`src/rtl/processor.sv`:
```
// processor: registered LEGv8-subset instruction decoder / control unit.
// Classifies each instruction into a format type and produces datapath
// control flags, a 4-bit ALU operation code and register-file addresses,
// all registered with one cycle of latency.
module processor #(
  parameter logic [2:0] INVALID_OP = 3'd7
) (
  input  logic        clk,
  input  logic        reset,
  input  logic [31:0] instruction,
  output logic        regWriteFlag,
  output logic [2:0]  opType,
  output logic        memWriteFlag,
  output logic        memReadFlag,
  output logic [3:0]  aluControlCode,
  output logic        branchFlag,
  output logic        unconditionalBranchFlag,
  output logic        aluSRC,
  output logic [4:0]  readRegister1,
  output logic [4:0]  readRegister2,
  output logic [4:0]  writeRegister,
  output logic        memToReg
);

  localparam logic [2:0] OP_R      = 3'd0;
  localparam logic [2:0] OP_I      = 3'd1;
  localparam logic [2:0] OP_DLOAD  = 3'd2;
  localparam logic [2:0] OP_B      = 3'd3;
  localparam logic [2:0] OP_CB     = 3'd4;
  localparam logic [2:0] OP_IM     = 3'd5;
  localparam logic [2:0] OP_DSTORE = 3'd6;

  localparam logic [3:0] ALU_NONE = 4'd0;
  localparam logic [3:0] ALU_ADD  = 4'd2;
  localparam logic [3:0] ALU_OR   = 4'd4;
  localparam logic [3:0] ALU_AND  = 4'd6;
  localparam logic [3:0] ALU_PASS = 4'd7;
  localparam logic [3:0] ALU_XOR  = 4'd9;
  localparam logic [3:0] ALU_SUB  = 4'd10;
  localparam logic [3:0] ALU_MOV  = 4'd13;

  logic [2:0] op_next;
  logic [3:0] alu_next;
  logic [3:0] alu_rtype;
  logic       reg_write_next;
  logic       mem_write_next;
  logic       mem_read_next;
  logic       branch_next;
  logic       ubranch_next;
  logic       alu_src_next;
  logic       mem_to_reg_next;
  logic [4:0] read_reg2_next;

  // Priority classification of the instruction format; first match wins.
  always_comb begin
    op_next = INVALID_OP;
    if (instruction[26] && instruction[29])      op_next = OP_CB;
    else if (instruction[26])                    op_next = OP_B;
    else if (instruction[28] && instruction[22]) op_next = OP_DLOAD;
    else if (instruction[28] && instruction[27]) op_next = OP_DSTORE;
    else if (instruction[28] && instruction[23]) op_next = OP_IM;
    else if (instruction[28])                    op_next = OP_I;
    else if (instruction[27])                    op_next = OP_R;
  end

  // ALU code shared by R and I formats: i24 picks arithmetic vs logical.
  always_comb begin
    alu_rtype = ALU_AND;
    if (instruction[24]) begin
      alu_rtype = instruction[30] ? ALU_SUB : ALU_ADD;
    end else begin
      case (instruction[30:29])
        2'b00:   alu_rtype = ALU_AND;
        2'b01:   alu_rtype = ALU_OR;
        2'b10:   alu_rtype = ALU_XOR;
        default: alu_rtype = ALU_AND;
      endcase
    end
  end

  // Control flags, ALU code and second read address derived from the type.
  always_comb begin
    reg_write_next  = 1'b0;
    mem_write_next  = 1'b0;
    mem_read_next   = 1'b0;
    branch_next     = 1'b0;
    ubranch_next    = 1'b0;
    alu_src_next    = 1'b0;
    mem_to_reg_next = 1'b0;
    alu_next        = ALU_NONE;
    read_reg2_next  = instruction[20:16];
    case (op_next)
      OP_R: begin
        reg_write_next = 1'b1;
        alu_next       = alu_rtype;
      end
      OP_I: begin
        reg_write_next = 1'b1;
        alu_src_next   = 1'b1;
        alu_next       = alu_rtype;
      end
      OP_DLOAD: begin
        reg_write_next  = 1'b1;
        alu_src_next    = 1'b1;
        mem_read_next   = 1'b1;
        mem_to_reg_next = 1'b1;
        alu_next        = ALU_ADD;
      end
      OP_DSTORE: begin
        alu_src_next   = 1'b1;
        mem_write_next = 1'b1;
        alu_next       = ALU_ADD;
        read_reg2_next = instruction[4:0];
      end
      OP_CB: begin
        branch_next    = 1'b1;
        alu_next       = ALU_PASS;
        read_reg2_next = instruction[4:0];
      end
      OP_B: begin
        ubranch_next = 1'b1;
      end
      OP_IM: begin
        reg_write_next = 1'b1;
        alu_src_next   = 1'b1;
        alu_next       = ALU_MOV;
      end
      default: begin
      end
    endcase
  end

  // Output register: loads the decode each edge, async reset to idle values.
  always_ff @(posedge clk or posedge reset) begin
    if (reset) begin
      opType                  <= INVALID_OP;
      regWriteFlag            <= 1'b0;
      memWriteFlag            <= 1'b0;
      memReadFlag             <= 1'b0;
      branchFlag              <= 1'b0;
      unconditionalBranchFlag <= 1'b0;
      aluSRC                  <= 1'b0;
      memToReg                <= 1'b0;
      aluControlCode          <= ALU_NONE;
      readRegister1           <= 5'd0;
      readRegister2           <= 5'd0;
      writeRegister           <= 5'd0;
    end else begin
      opType                  <= op_next;
      regWriteFlag            <= reg_write_next;
      memWriteFlag            <= mem_write_next;
      memReadFlag             <= mem_read_next;
      branchFlag              <= branch_next;
      unconditionalBranchFlag <= ubranch_next;
      aluSRC                  <= alu_src_next;
      memToReg                <= mem_to_reg_next;
      aluControlCode          <= alu_next;
      readRegister1           <= instruction[9:5];
      readRegister2           <= read_reg2_next;
      writeRegister           <= instruction[4:0];
    end
  end

endmodule

```
`config.mk`:
```
export PLATFORM = sky130hd
export DESIGN_NAME = processor
export DESIGN_NICKNAME = d
export VERILOG_FILES = /design/src/rtl/processor.sv
export SDC_FILE = /design/constraint.sdc
export NUM_CORES = 1
export LEC_CHECK = 0
export CAP_MARGIN = 20
export CORE_MARGIN = 4
export CORE_UTILIZATION = 34
export CTS_CLUSTER_DIAMETER = 80
export DETAILED_ROUTE_END_ITERATION = 10
export GPL_TIMING_DRIVEN = 0
export PLACE_DENSITY_LB_ADDON = 0.05
export SETUP_SLACK_MARGIN = 0.1
export SYNTH_ARGS = -nofsm -noshare
export SYNTH_HDL_FRONTEND = slang
export SYNTH_SLANG_ARGS = --single-unit
export TNS_END_PERCENT = 1
```
`constraint.sdc`:
```
create_clock -name clk -period 0.8 [get_ports clk]
set_input_delay 0.16 -clock clk [delete_from_list [all_inputs] [get_ports clk]]
set_output_delay 0.16 -clock clk [all_outputs]
set_load 0.05 [all_outputs]
```
==> run summary <==
Status: finished, violations left
Failing checks: negative setup slack
Grt ovf: 0
Clock tree buffer depth: 2
Register area share after synthesis: 62.7%
Slew HR: 61.1%
CTS tree: yes
CP arrival: 1.71 ns
Final wirelength: 2340 um
Count leader, synth: dfrtp_1
WHS: 0.235 ns
Synth warn: 0
Post-synth ARST share: 100%
Initial core utilization: 36.2%
Fin. Hold Viols: 0
Final ANT Viol Nets: 0
Syn Std Cell Area: 1120 sq um
Final instance count without filler cells: 190
Crit Path Max Fanout: 5
First-pass GRT wire length: 3820 um
Req. time, crit path: 1.02 ns
Crit. Startpoint: instruction[28]
Synth Register Bits: 28
F_max: 0.668 GHz
Final setup fails: 46
Leading post-synthesis cells by cell area: dfrtp_1 56%, ha_1 10%, dfstp_2 7.0%
Critical path startpoint category: input pin
Slew @ Worst Pin: 0.582 ns
Pwr/cell area: 1800 nW/um^2
Die area: 4290 sq um
Worst Setup End Kind: register
Clock H-tree levels: 1
Commonest cells in the netlist: 25 x dfrtp_1, 9 x ha_1, 6 x inv_1, 6 x nor2_1
Root buffer cell: clkbuf_4
Die Span Y: 65.5 um
Syn Nets: 122
Final Max Tran Viols: 0
Synth top area share: 55.7%
Vias in the first global route: 853
Clk sink count: 28
CTS clk-pin slew, worst paths: 0.14 ns
DRC: 0
VDD IR max: 0.870 mV
Post-synth EDFFs: 0
Pin count of the biggest net entering global routing: 29
Row cnt: 20
Post-route cell area: 1970 sq um
RSZ-0062 raised after global routing: true
Placed Cells: 176
Hold crit path type: in -> async
Initial DRC Count: 12
Post-route core utilization: 63.3%
Cells after synthesis: 79
Syn Area/Cell: 14.2 sq um
Final nets: 190
Most area-hungry cell type in the Yosys netlist: dfrtp_1
WL per Instance: 12.3 um
Dpl cell area: 1760 sq um
Ant. Diodes: 0
Top FF cell, synth: dfrtp_1
WS Path Type: in -> reg
DP HPWL: 1720 um
Ports: 63
Core area: 3100 sq um
Inserted Clock Buffers: 3
# port buffers: 53
Final WS setup: -0.696 ns
Vias: 813
Overall global routing resource usage: 11.8%
Synth-to-layout area growth: 74.9%
Tcrit/Tclk final: 187%
Final critical-path required period: 1.50 ns
Synth cell types: 25
Via density per instance: 4.28
Leak pwr: 0.000878 uW
Die width: 65.5 um
Pwr Total: 3530 uW
Initial antenna violation count: 0
Share of layout cells above drive strength 1: 50.7%
RePlAce Congestion: 0.700
1st-pass router iterations: 2
Maxcap violations: 0
critical path: stages:
cell and delay [ns]:
buf_8 0.10, ha_4 0.14, or2_4 0.22, a211o_1 0.26
nand2_2 0.10, inv_4 0.06, ha_4 0.16, nor2_4 0.11
nor2_4 0.08, mux2_4 0.31
layout by cell type (no fill, tap or decap), types with 4 or more instances in the layout:
cell type,instances
buf_8,5
mux2_4,5
clkdlybuf4s50_1,19
dfrtp_1,25
clkdlybuf4s15_2,24
and2_1,4
ha_1,4
buf_4,10
nor2_1,5
cell families after synthesis:
logic type      Yosys count  share of synthesized area (%)
flops                    28                           62.7
simple gates             21                           10.8
fa+ha+maj                 9                           10.0
compound gates            8                           6.79
buf+inv                   8                           3.01
mux                       5                           6.68
layer usage:
layer  vias up  share of wire [%]  track usage, %
li1        396                  -               -
met1       385                 36            12.5
met2        30                 55            21.1
met3         2                8.6            4.10
met4         0               0.38            4.66
met5         -                  0               0
registers in the layout, summed over array words and instances, names as in the netlist:
register and cells:
readRegister1 5, readRegister2 5, writeRegister 5, aluControlCode 4, opType 3, aluSRC 1
branchFlag 1, memToReg 1, memWriteFlag 1, regWriteFlag 1, unconditionalBranchFlag 1
through the flow:
stage | setup slack [ns] | TNS [ns]
floorplan | -0.920 | -11.40
global placement | -1.68 | -53.42
detailed placement | -1.72 | -55.11
CTS | -0.733 | -20.86
global route | -0.699 | -21.72
finish | -0.696 | -19.55
power by group:
group | internal (uW) | switching [uW]
combinational | 556 | 809
sequential | 1550 | 40.0
clock | 195 | 380
cell type report:
cell class	instances	area [sq um]
Inverter	7	35.0
Multi-Input combinational cell	43	474
Clock buffer	4	26.3
Tap cell	44	55.1
Buffer	1	7.51
Sequential cell	28	704
Fill cell	262	1140
Timing Repair Buffer	63	663
worst paths after layout:
| path | endpoint | slack, ns | cells after the start |
|---|---|---|---|
| max | readRegister2[4]$_DFF_PP0_ | -0.70 | 10 |
| min | readRegister1[3]$_DFF_PP0_ | 0.23 | 2 |
| max in group asynchronous | opType[0]$_DFF_PP1_ | 0.20 | 2 |
| min in group clk | regWriteFlag$_DFF_PP0_ | 0.26 | 3 |
repair_timing:
| item | CTS | global route |
|---|---|---|
| setup endpoints to repair | 75 | 46 |
| hold endpoints to repair | 0 | 0 |
| gates resized for setup | 128 | 12 |
| setup buffers | 5 | 5 |
| pin swaps | 12 | 12 |
| hold buffers | 0 | 0 |
Power figures use the tool's default switching activity.
